<file path="config.mk">
export PLATFORM = sky130hd
export DESIGN_NAME = hazard_scoreboard_flat
export DESIGN_NICKNAME = d
export VERILOG_FILES = /design/src/rtl/hazard_scoreboard_pkg.sv /design/src/rtl/hazard_scoreboard_if.sv /design/src/rtl/scoreboard_entry.sv /design/src/rtl/hazard_scoreboard.sv /design/src/flat_wrapper.sv
export SDC_FILE = /design/constraint.sdc
export NUM_CORES = 1
export LEC_CHECK = 0
export CAP_MARGIN = 25
export CORE_MARGIN = 4
export CORE_UTILIZATION = 55
export DETAILED_ROUTE_END_ITERATION = 8
export DONT_BUFFER_PORTS = 1
export GPL_TIMING_DRIVEN = 0
export PLACE_DENSITY = 0.77
export SYNTH_ARGS = -nofsm -noshare
export SYNTH_HDL_FRONTEND = slang
export SYNTH_SLANG_ARGS = --single-unit
</file>
<file path="constraint.sdc">
create_clock -name clk -period 8.49 [get_ports clk]
set_clock_uncertainty 0.1 [all_clocks]
set_input_delay 1.698 -clock clk [delete_from_list [all_inputs] [get_ports clk]]
set_output_delay 1.698 -clock clk [all_outputs]
set_load 0.05 [all_outputs]
</file>
<file path="src/rtl/hazard_scoreboard_pkg.sv">
// Shared pipeline definitions for the issue-side hazard scoreboard.
package hazard_scoreboard_pkg;

    localparam int unsigned REG_IDX_W        = 5;
    localparam int unsigned NUM_REGS_DEFAULT = 32;
    localparam int unsigned LAT_W_DEFAULT    = 3;

    typedef logic [REG_IDX_W-1:0]     reg_idx_t;
    typedef logic [LAT_W_DEFAULT-1:0] lat_t;

    // Extra cycles until a producer's result reaches a forwarding point.
    localparam lat_t LAT_ALU  = lat_t'(0);
    localparam lat_t LAT_LOAD = lat_t'(1);
    localparam lat_t LAT_MUL  = lat_t'(3);

endpackage

</file>
<file path="src/rtl/hazard_scoreboard_if.sv">
// Decode-to-scoreboard request/response bundle.
// stall_count exists only when SCOREBOARD_STATS_EN is defined.
interface hazard_scoreboard_if #(
    parameter int unsigned LAT_W = hazard_scoreboard_pkg::LAT_W_DEFAULT
);
    logic                            id_valid;
    hazard_scoreboard_pkg::reg_idx_t id_rs;
    hazard_scoreboard_pkg::reg_idx_t id_rt;
    logic                            id_rs_used;
    logic                            id_rt_used;
    hazard_scoreboard_pkg::reg_idx_t id_rd;
    logic                            id_regwrite;
    logic [LAT_W-1:0]                id_latency;
    logic                            flush;
    logic                            stall;
    logic                            issue;
    logic                            busy;
`ifdef SCOREBOARD_STATS_EN
    logic [31:0]                     stall_count;
`endif

    // Decode side: presents the instruction, receives the stall decision.
    modport master (
        output id_valid, id_rs, id_rt, id_rs_used, id_rt_used,
        output id_rd, id_regwrite, id_latency, flush,
`ifdef SCOREBOARD_STATS_EN
        input  stall_count,
`endif
        input  stall, issue, busy
    );

    // Scoreboard side.
    modport slave (
        input  id_valid, id_rs, id_rt, id_rs_used, id_rt_used,
        input  id_rd, id_regwrite, id_latency, flush,
`ifdef SCOREBOARD_STATS_EN
        output stall_count,
`endif
        output stall, issue, busy
    );

endinterface

</file>
<file path="src/rtl/scoreboard_entry.sv">
// One register's countdown until its pending result becomes forwardable.
module scoreboard_entry #(
    parameter int unsigned LAT_W = 3
) (
    input  logic             clk,
    input  logic             rst_n,
    input  logic             load,
    input  logic [LAT_W-1:0] load_val,
    output logic [LAT_W-1:0] cnt,
    output logic             nonzero
);

    // Reload on allocation, otherwise count down and hold at zero.
    always_ff @(posedge clk or negedge rst_n) begin
        if (!rst_n) begin
            cnt <= '0;
        end else if (load) begin
            cnt <= load_val;
        end else if (cnt != '0) begin
            cnt <= cnt - LAT_W'(1);
        end
    end

    assign nonzero = (cnt != '0);

endmodule

</file>
<file path="src/rtl/hazard_scoreboard.sv">
// Issue-side hazard scoreboard at the ID/EX boundary: stalls decode on RAW
// and WAW hazards that the EX/MEM and MEM/WB forwarding paths cannot cover.
// Optional feature macro: SCOREBOARD_STATS_EN (saturating stall_count).
module hazard_scoreboard
    import hazard_scoreboard_pkg::*;
#(
    parameter int unsigned NUM_REGS = NUM_REGS_DEFAULT,
    parameter int unsigned LAT_W    = LAT_W_DEFAULT
) (
    input  logic                clk,
    input  logic                rst_n,
    hazard_scoreboard_if.slave  sb
);

    logic [LAT_W-1:0]    cnt [NUM_REGS];
    logic [NUM_REGS-1:0] nz;
    logic                raw;
    logic                waw;
    logic                stall_c;
    logic                issue_c;
    logic                alloc_en;

    // Register 0 is hardwired zero and never has a pending producer.
    assign cnt[0] = '0;
    assign nz[0]  = 1'b0;

    // One countdown per architectural register, loaded by destination decode.
    for (genvar r = 1; r < NUM_REGS; r++) begin : g_entry
        scoreboard_entry #(
            .LAT_W (LAT_W)
        ) u_entry (
            .clk      (clk),
            .rst_n    (rst_n),
            .load     (alloc_en && (sb.id_rd == reg_idx_t'(r))),
            .load_val (sb.id_latency),
            .cnt      (cnt[r]),
            .nonzero  (nz[r])
        );
    end

    // Hazard detection from the registered countdowns only.
    always_comb begin
        raw      = 1'b0;
        waw      = 1'b0;
        raw      = (sb.id_rs_used && (sb.id_rs != '0) && (cnt[sb.id_rs] != '0)) ||
                   (sb.id_rt_used && (sb.id_rt != '0) && (cnt[sb.id_rt] != '0));
        waw      = sb.id_regwrite && (sb.id_rd != '0) && (cnt[sb.id_rd] > sb.id_latency);
        stall_c  = sb.id_valid && !sb.flush && (raw || waw);
        issue_c  = sb.id_valid && !sb.flush && !stall_c;
        // ALU results are covered by EX/MEM forwarding, so they need no entry.
        alloc_en = issue_c && sb.id_regwrite && (sb.id_rd != '0) &&
                   (sb.id_latency != LAT_W'(LAT_ALU));
    end

    assign sb.stall = stall_c;
    assign sb.issue = issue_c;
    assign sb.busy  = |nz;

`ifdef SCOREBOARD_STATS_EN
    // Saturating count of stalled cycles.
    always_ff @(posedge clk or negedge rst_n) begin
        if (!rst_n) begin
            sb.stall_count <= '0;
        end else if (stall_c && (sb.stall_count != '1)) begin
            sb.stall_count <= sb.stall_count + 32'd1;
        end
    end
`endif

endmodule

</file>
<file path="src/flat_wrapper.sv">
// flat-port wrapper written by rule: the top's interface ports become plain ports
module hazard_scoreboard_flat import hazard_scoreboard_pkg::*;
#(
    parameter int unsigned NUM_REGS = NUM_REGS_DEFAULT,
    parameter int unsigned LAT_W    = LAT_W_DEFAULT
)
  (clk, rst_n, sb_id_valid, sb_id_rs, sb_id_rt, sb_id_rs_used, sb_id_rt_used, sb_id_rd, sb_id_regwrite, sb_id_latency, sb_flush, sb_stall, sb_issue, sb_busy);
  hazard_scoreboard_if #(.LAT_W(LAT_W)) sb_i ();
  input  logic clk;
  input  logic rst_n;
  input wire logic [$bits(sb_i.id_valid)-1:0] sb_id_valid;
  input wire logic [$bits(sb_i.id_rs)-1:0] sb_id_rs;
  input wire logic [$bits(sb_i.id_rt)-1:0] sb_id_rt;
  input wire logic [$bits(sb_i.id_rs_used)-1:0] sb_id_rs_used;
  input wire logic [$bits(sb_i.id_rt_used)-1:0] sb_id_rt_used;
  input wire logic [$bits(sb_i.id_rd)-1:0] sb_id_rd;
  input wire logic [$bits(sb_i.id_regwrite)-1:0] sb_id_regwrite;
  input wire logic [$bits(sb_i.id_latency)-1:0] sb_id_latency;
  input wire logic [$bits(sb_i.flush)-1:0] sb_flush;
  output wire logic [$bits(sb_i.stall)-1:0] sb_stall;
  output wire logic [$bits(sb_i.issue)-1:0] sb_issue;
  output wire logic [$bits(sb_i.busy)-1:0] sb_busy;
  assign sb_i.id_valid = sb_id_valid;
  assign sb_i.id_rs = sb_id_rs;
  assign sb_i.id_rt = sb_id_rt;
  assign sb_i.id_rs_used = sb_id_rs_used;
  assign sb_i.id_rt_used = sb_id_rt_used;
  assign sb_i.id_rd = sb_id_rd;
  assign sb_i.id_regwrite = sb_id_regwrite;
  assign sb_i.id_latency = sb_id_latency;
  assign sb_i.flush = sb_flush;
  assign sb_stall = sb_i.stall;
  assign sb_issue = sb_i.issue;
  assign sb_busy = sb_i.busy;
  hazard_scoreboard #(.NUM_REGS(NUM_REGS), .LAT_W(LAT_W)) u_core (.clk(clk), .rst_n(rst_n), .sb(sb_i));
endmodule
</file>
==> run metrics, run 1 <==
status=finished clean; register area share after synthesis=29.04%; IR drop worst, VDD=177.8 µV; Pre-Repair DR Iteration Count=5; Core Area=14100 µm²; combinational family with the most area after synthesis=multiplexers; Buf+Inv Stages, Crit Path=3; chip width=128.7 µm; fin. max-slew vios=0; IO Count=28; fraction of final layout cells sized beyond drive strength 1=13.42%; Hold WS=560.2 ps; final core utilization=61.16%; first-pass GRT wire length=38.55 mm; min Tclk post-route=7951 ps; Crit Path Class=input port to output port; total global-route track usage=30.66%; Largest Register=u_core.g_entry.u_entry.cnt; pin count of the biggest net entering global routing=94; post-synth cell types=59; via/cell ratio=6.658; Worst setup SP type=input port; clock tree root driver cell=clkbuf_16; CP required=6690 ps; CP max-delay cell=a21oi_1; delay-heaviest family, CP=compound AO/OA/AOI/OAI gates; Final GP Congestion=1.032; final wirelength=24.46 mm; synthesized flop and latch total=93; Die Area=16560 µm²; Cells after Synth=786; crit-path max cell delay=860 ps; max cap viols=0; Post-synth EDFFs=0; mapped cell area=8013 µm²; XOR/XNOR Fraction of Synth Area=3.389%; static leakage=0.003673 µW; multiplexer area fraction after synthesis=24.80%; RSZ-0062 raised after global routing=false; placed cell area=8272 µm²; Total Neg Setup Slack=0 ps; crit-path max FO=10; worst min path class=flip-flop to flip-flop; Setup crit end kind=output port; top flop regs=u_core.g_entry.u_entry.cnt x93; Worst path most repeated cell=nor2_1; FFs w/ async S/R, synth=100.0%; Mapped Avg Cell Area=10.19 µm²; pwr dens=358.3 nW/µm²; Clock Path Buffers=2; CP Cell Sequence=buf_2, buf_1, mux4_2, mux4_2, nor2_1, nor2_1, ha_1, nor2b_1, o21a_1, o211ai_1, o41ai_4, buf_6, nor2_1, a21oi_1; Hold Fails Final Rpt=0; H-tree depth=3; initial drt markers=580; Avg WL per Cell=24.83 µm; via count=6558; clk_lat worst skew=370 ps; Worst EP arrival=6150 ps; Starting Density=56.84%; Post-route DRC=0; Area Growth Syn to Fin=7.589%; Slew @ Worst Pin=1076 ps; Setup Buffers After CTS=0; clock sink total=93; Resize count post-CTS=0; Slew HR=28.48%; max FFs per register=93; GRT Residual Overflow=0; Syn Nets=876; setup violators final=0; Compound-Gate Fraction of Synth Area=7.433%; fin crit share=93.66%; Post-Synth Adder-Cell Area=10.15%; post-synthesis simple-gate area fraction=19.91%; final instance area=8621 µm²; fmax=125.8 MHz; CTS tree=done; Total Nets Final=890; Die Ht=128.7 µm; Ys Warns=0; initial antenna violation count=0; Cell Rows=43; Most used DFF post-synth=dfrtp_1; DRT antenna net count=0; antenna diode count=0; hold_buf cts=0; DPL Wire Length=18.94 mm; clock-pin slew on the worst setup and hold paths=70 ps; TritonCTS buffer count=9; Buffers on Ports=0; vias in the first global route=6783
[stage by stage]
step           total power, µW  instances  worst slack (ps)
4_1_cts                   3070        985             549.9
3_3_place_gp              2401        966            -300.0
5_1_grt                   3315        985             326.6
6_report                  3089        985             538.6
3_5_place_dp              2574        969             557.2
2_1_floorplan             2138        786             416.1
[layout make-up]
class / instances / area (µm²)
fillers: 1157 / 5475
multi-input cells: 592 / 5274
flip-flops and latches: 93 / 2327
inverters: 71 / 266.5
clock buffers: 10 / 239.0
well taps: 180 / 225.2
plain buffers: 30 / 156.4
clock inverters: 6 / 110.1
repair buffers: 3 / 22.52
[cells in the mapped netlist (5+ instances only)]
library cell / number / area [µm²]
a211oi_1: 6 / 45.04
a21oi_1: 13 / 65.06
buf_2: 5 / 25.02
clkbuf_1: 14 / 52.55
dfrtp_1: 93 / 2327
ha_1: 65 / 813.3
inv_1: 69 / 259.0
mux2_1: 25 / 281.5
mux2_2: 11 / 123.9
mux2i_1: 95 / 950.9
mux4_2: 28 / 630.6
nand2_1: 45 / 168.9
nand2b_1: 32 / 200.2
nand3_1: 21 / 105.1
nand3_2: 6 / 60.06
nor2_1: 47 / 176.4
nor2b_1: 9 / 56.30
nor3_1: 26 / 130.1
nor4_1: 27 / 168.9
nor4_2: 5 / 62.56
nor4_4: 15 / 319.1
o21ai_0: 29 / 145.1
or3_1: 5 / 31.28
xnor2_1: 31 / 271.5
[metal layers]
metal  share of wire, %  routed length (µm)  global-route usage, %
met1                 38                9312                  38.03
met4                4.6                1121                  14.27
met2                 49               11880                  50.40
met5                  0                   0                      0
met3                8.8                2142                  7.597
[worst min-delay path, delay by kind of cell (launching register included)]
| family | cells | cell delay [ps] |
|---|---|---|
| flops | 1 | 380 |
| mux | 1 | 130 |
| compound gates | 1 | 100 |
[report_power, final]
group | internal [µW] | switching (µW)
combinational | 755 | 856
sequential | 692 | 305
clock | 295 | 187
[worst paths after layout]
path / from / to / slack [ps] / cells past startpoint
max in group asynchronous: rst_n / u_core.g_entry[5].u_entry.cnt[2] / 7190 / 0
worst max register to register: u_core.g_entry[14].u_entry.cnt[1] / u_core.g_entry[11].u_entry.cnt[0] / 4290 / 12
min in group asynchronous: rst_n / u_core.g_entry[31].u_entry.cnt[1] / 920 / 0
worst min-delay path: u_core.g_entry[1].u_entry.cnt[1] / u_core.g_entry[1].u_entry.cnt[1] / 560 / 2
worst min register to register: u_core.g_entry[1].u_entry.cnt[1] / u_core.g_entry[1].u_entry.cnt[1] / 560 / 2
worst max-delay path: sb_id_rd[0] / sb_stall / 540 / 14
[placed cells by master, fill, tap and decap left out, drive strengths merged, types with 28 or more instances in the layout]
| master | count |
|---|---|
| xnor2 | 31 |
| inv | 70 |
| nor2 | 47 |
| ha | 65 |
| dfrtp | 93 |
| mux4 | 28 |
| mux2i | 95 |
| nand2 | 45 |
| nand2b | 32 |
| mux2 | 36 |
| o21ai | 29 |
| nor4 | 47 |
[logic make-up after synthesis]
| logic type | count (synthesis) |
|---|---|
| flops | 93 |
| fa+ha+maj | 65 |
| compound gates | 83 |
| buf+inv | 101 |
| mux | 159 |
| simple gates | 254 |
| xor+xnor | 31 |
No activity file was read; power rests on OpenSTA's default activity.
==> run 2, diff against run 1 <==
--- a/config.mk
+++ b/config.mk
@@ -7,2 +7,3 @@
 export LEC_CHECK = 0
+export ABC_AREA = 1
 export CAP_MARGIN = 25
==> constraint.sdc (replaced) <==
create_clock -name clk -period 8.49 [get_ports clk]
set_clock_uncertainty 0.1 [all_clocks]
set_input_delay 0.849 -clock clk [delete_from_list [all_inputs] [get_ports clk]]
set_output_delay 0.849 -clock clk [all_outputs]
set_load 0.05 [all_outputs]
==> run 2 against run 1 <==
  * Combinational power grew 16%
  * Non-clock buffer count grew 25
  * Synthesized area increased by 3.4%
  * Flip-flop and latch count unchanged
  * Setup slack better by 2600 ps
  * Global-route usage increased by 6.1 points
  * Maximum frequency is 50% higher
  * Die area grew 3.2%
  * Hold slack worse by 490 ps
  * Sequential share of layout area shrank 0.64 points
  * Sequential power shrank 11%
  * Final area is 2.4% higher
  * Largest power group unchanged
  * Highest routed layer unchanged
==> run metrics, run 2 <==
total global-route track usage=36.75% (+6.1 points); mapped cell area=8284 µm² (+3.4%); DRT antenna net count=0 (unchanged); Crit Path Class=input port to output port; post-synthesis simple-gate area fraction=34.48% (+15 points); Most used DFF post-synth=dfrtp_1; fmax=188.2 MHz (+50%); Compound-Gate Fraction of Synth Area=9.727% (+2.3 points); setup violators final=0 (unchanged); most frequent cells in the layout=nand2_1, inv_1, nand4_1; Worst setup SP type=input port; Clock Path Buffers=2 (unchanged); RSZ-0062 raised after global routing=false; fraction of final layout cells sized beyond drive strength 1=3.431% (-10 points); top flop regs=u_core.g_entry.u_entry.cnt x93; library cell with the highest instance count after synthesis=nand2_1; Slew HR=34.70% (+6.2 points); final wirelength=31.15 mm (+27%); Total Neg Setup Slack=0 ps (unchanged); top cells by count, synth=nand2_1, inv_1, nand4_1; DPL Wire Length=22.31 mm (+18%); clock-pin slew on the worst setup and hold paths=70 ps (about the same); IO Count=28 (unchanged); initial drt markers=1272 (+120%); Setup WS post-layout=3177 ps (+2638 ps); max cap viols=0 (unchanged); Die Ht=130.7 µm (+1.6%); antenna diode count=0 (unchanged); Post-route DRC=0 (unchanged); top-area cell type share of the netlist area=28.09% (-0.95 points); Buffers on Ports=0 (unchanged); Met3 Wirelength=3.970 mm (+85%); fin crit share=62.58% (-31 points); vias in the first global route=8194 (+21%); multiplexer area fraction after synthesis=0.6041% (-24 points); Syn Nets=1299 (+48%); chip width=130.7 µm (+1.6%); clock tree root driver cell=clkbuf_16; Post-Synth Adder-Cell Area=9.817% (-0.33 points); CP Cell Sequence=inv_1, nor2_1, inv_1, clkbuf_1, o22ai_1, o21ai_0, nand2_1, a221oi_1, a21oi_1, ha_1, a21oi_1, o21ai_0, nand2_1, nand3_2, nor2_2, buf_2; Worst EP arrival=4360 ps (-1790 ps); status=finished clean; min Tclk post-route=5313 ps (-2638 ps); Starting Density=56.57% (-0.27 points); via count=8928 (+36%); hold_buf cts=0 (unchanged); FFs w/ async S/R, synth=100.0% (unchanged); pin count of the biggest net entering global routing=94 (unchanged); worst min path class=input port to asynchronous set/reset pin; DRT met1 WL=11.86 mm (+27%); clock sink total=93 (unchanged); Met2 Routed Length=13.56 mm (+14%); Slew @ Worst Pin=979.5 ps (-96.63 ps); via/cell ratio=6.341 (-4.8%); Total Nets Final=1310 (+47%); Post-synth EDFFs=0 (unchanged); ranking of synthesized cells by area=dfrtp_1, nand2_1, nand4_1; Cells after Synth=1209 (+54%); register area share after synthesis=28.09% (-0.95 points); CP max-delay cell=clkbuf_1; pwr dens=362.7 nW/µm² (+1.2%); worst r2r path cells=16 (+4); TritonCTS buffer count=9 (unchanged); IR drop worst, VDD=172.4 µV (-3.0%); synthesized flop and latch total=93 (unchanged); max FFs per register=93 (unchanged); Die Area=17090 µm² (+3.2%); initial antenna violation count=0 (unchanged); clk_lat worst skew=370 ps (about the same); crit-path max FO=10 (unchanged); CTS tree=done; Hold WS=74.05 ps (-486.2 ps); Largest Register=u_core.g_entry.u_entry.cnt; GRT Residual Overflow=0 (unchanged); crit-path max cell delay=620 ps (-240 ps); first-pass GRT wire length=46.65 mm (+21%); fin. max-slew vios=0 (unchanged); Area Growth Syn to Fin=6.585%; post-synth top area cell=dfrtp_1; static leakage=0.004505 µW (+23%); CP required=7540 ps (+850 ps); Avg WL per Cell=22.13 µm (-11%); pre-CTS worst setup slack=3345 ps (+2788 ps); Cell Rows=44 (+2.3%); Ys Warns=0 (unchanged); Mapped Avg Cell Area=6.852 µm² (-33%); H-tree depth=3 (unchanged); combinational family with the most area after synthesis=simple AND/OR/NAND/NOR gates; max layer used=met4; Core Area=14640 µm² (+3.9%); Setup Buffers After CTS=0 (unchanged); Final GP Congestion=1.065 (+3.2%); Pre-Repair DR Iteration Count=8 (+3); XOR/XNOR Fraction of Synth Area=6.555% (+3.2 points); Setup crit end kind=output port; Hold Fails Final Rpt=0 (unchanged); most common cell after layout, fill and taps aside=nand2_1; Resize count post-CTS=0 (unchanged); post-synth cell types=39 (-34%)
==> run 2: changes by cell type after synthesis, moves of 31 or more <==
cell / previous run / this run
nand4_1: 4 / 132
nand2b_1: 32 / 0
mux2i_1: 95 / 5
nand3_1: 21 / 58
inv_1: 69 / 155
xor2_1: 0 / 31
nand2_1: 45 / 337
==> run 2: kinds of logic after synthesis <==
| family | Yosys count |
|---|---|
| xor gates and xnor gates | 62 |
| and+or+nand+nor | 631 |
| DFF | 93 |
| buffers and inverters | 219 |
| adders and majority gates | 65 |
| AOI/OAI and AO/OA | 134 |
| muxes | 5 |
==> run 2: worst max-delay path, delay by kind of cell <==
family,cells,cell delay [ps]
simple gates,5,620
fa+ha+maj,1,390
buf+inv,4,1210
compound gates,6,1270
==> run 2: routing by layer <==
| layer | up-vias | GRT usage (%) |
|---|---|---|
| li1 | 4088 | - |
| met1 | 4069 | 48.26 |
| met5 | - | 0 |
| met3 | 146 | 9.959 |
| met4 | 0 | 19.90 |
| met2 | 625 | 55.12 |
==> run 2: per-stage QoR <==
step	std cells	total power, µW	utilization [%]	area, µm²
detailed placement	1393	2688	58.14	8514
floorplan	1209	2252	-	8284
CTS	1408	3152	60.30	8830
global placement	1393	2630	58.14	8514
global route	1408	3498	60.30	8830
finish	1408	3203	60.30	8830
==> run 2: final timing paths <==
path	startpoint	to	slack, ps
min reg2reg	u_core.g_entry[11].u_entry.cnt[0]	u_core.g_entry[11].u_entry.cnt[0]	460
max in group asynchronous	rst_n	u_core.g_entry[20].u_entry.cnt[2]	7970
max	sb_id_rd[0]	sb_issue	3180
min	rst_n	u_core.g_entry[23].u_entry.cnt[2]	70
max reg2reg	u_core.g_entry[29].u_entry.cnt[2]	u_core.g_entry[22].u_entry.cnt[0]	4800
min in group clk	u_core.g_entry[11].u_entry.cnt[0]	u_core.g_entry[11].u_entry.cnt[0]	460
==> run 2: cell type report <==
| cell class | instances | area [µm²] |
|---|---|---|
| Clock inverter | 4 | 72.57 |
| Multi-Input combinational cell | 897 | 5069 |
| Tap cell | 184 | 230.2 |
| Fill cell | 1401 | 5814 |
| Clock buffer | 11 | 242.7 |
| Buffer | 58 | 284.0 |
| Inverter | 161 | 604.3 |
| Sequential cell | 93 | 2327 |
==> run 2: power breakdown <==
| group | internal, µW | switching, µW |
|---|---|---|
| clock network | 264 | 186 |
| registers | 692 | 190 |
| logic | 687 | 1180 |
| total | 1640 | 1560 |
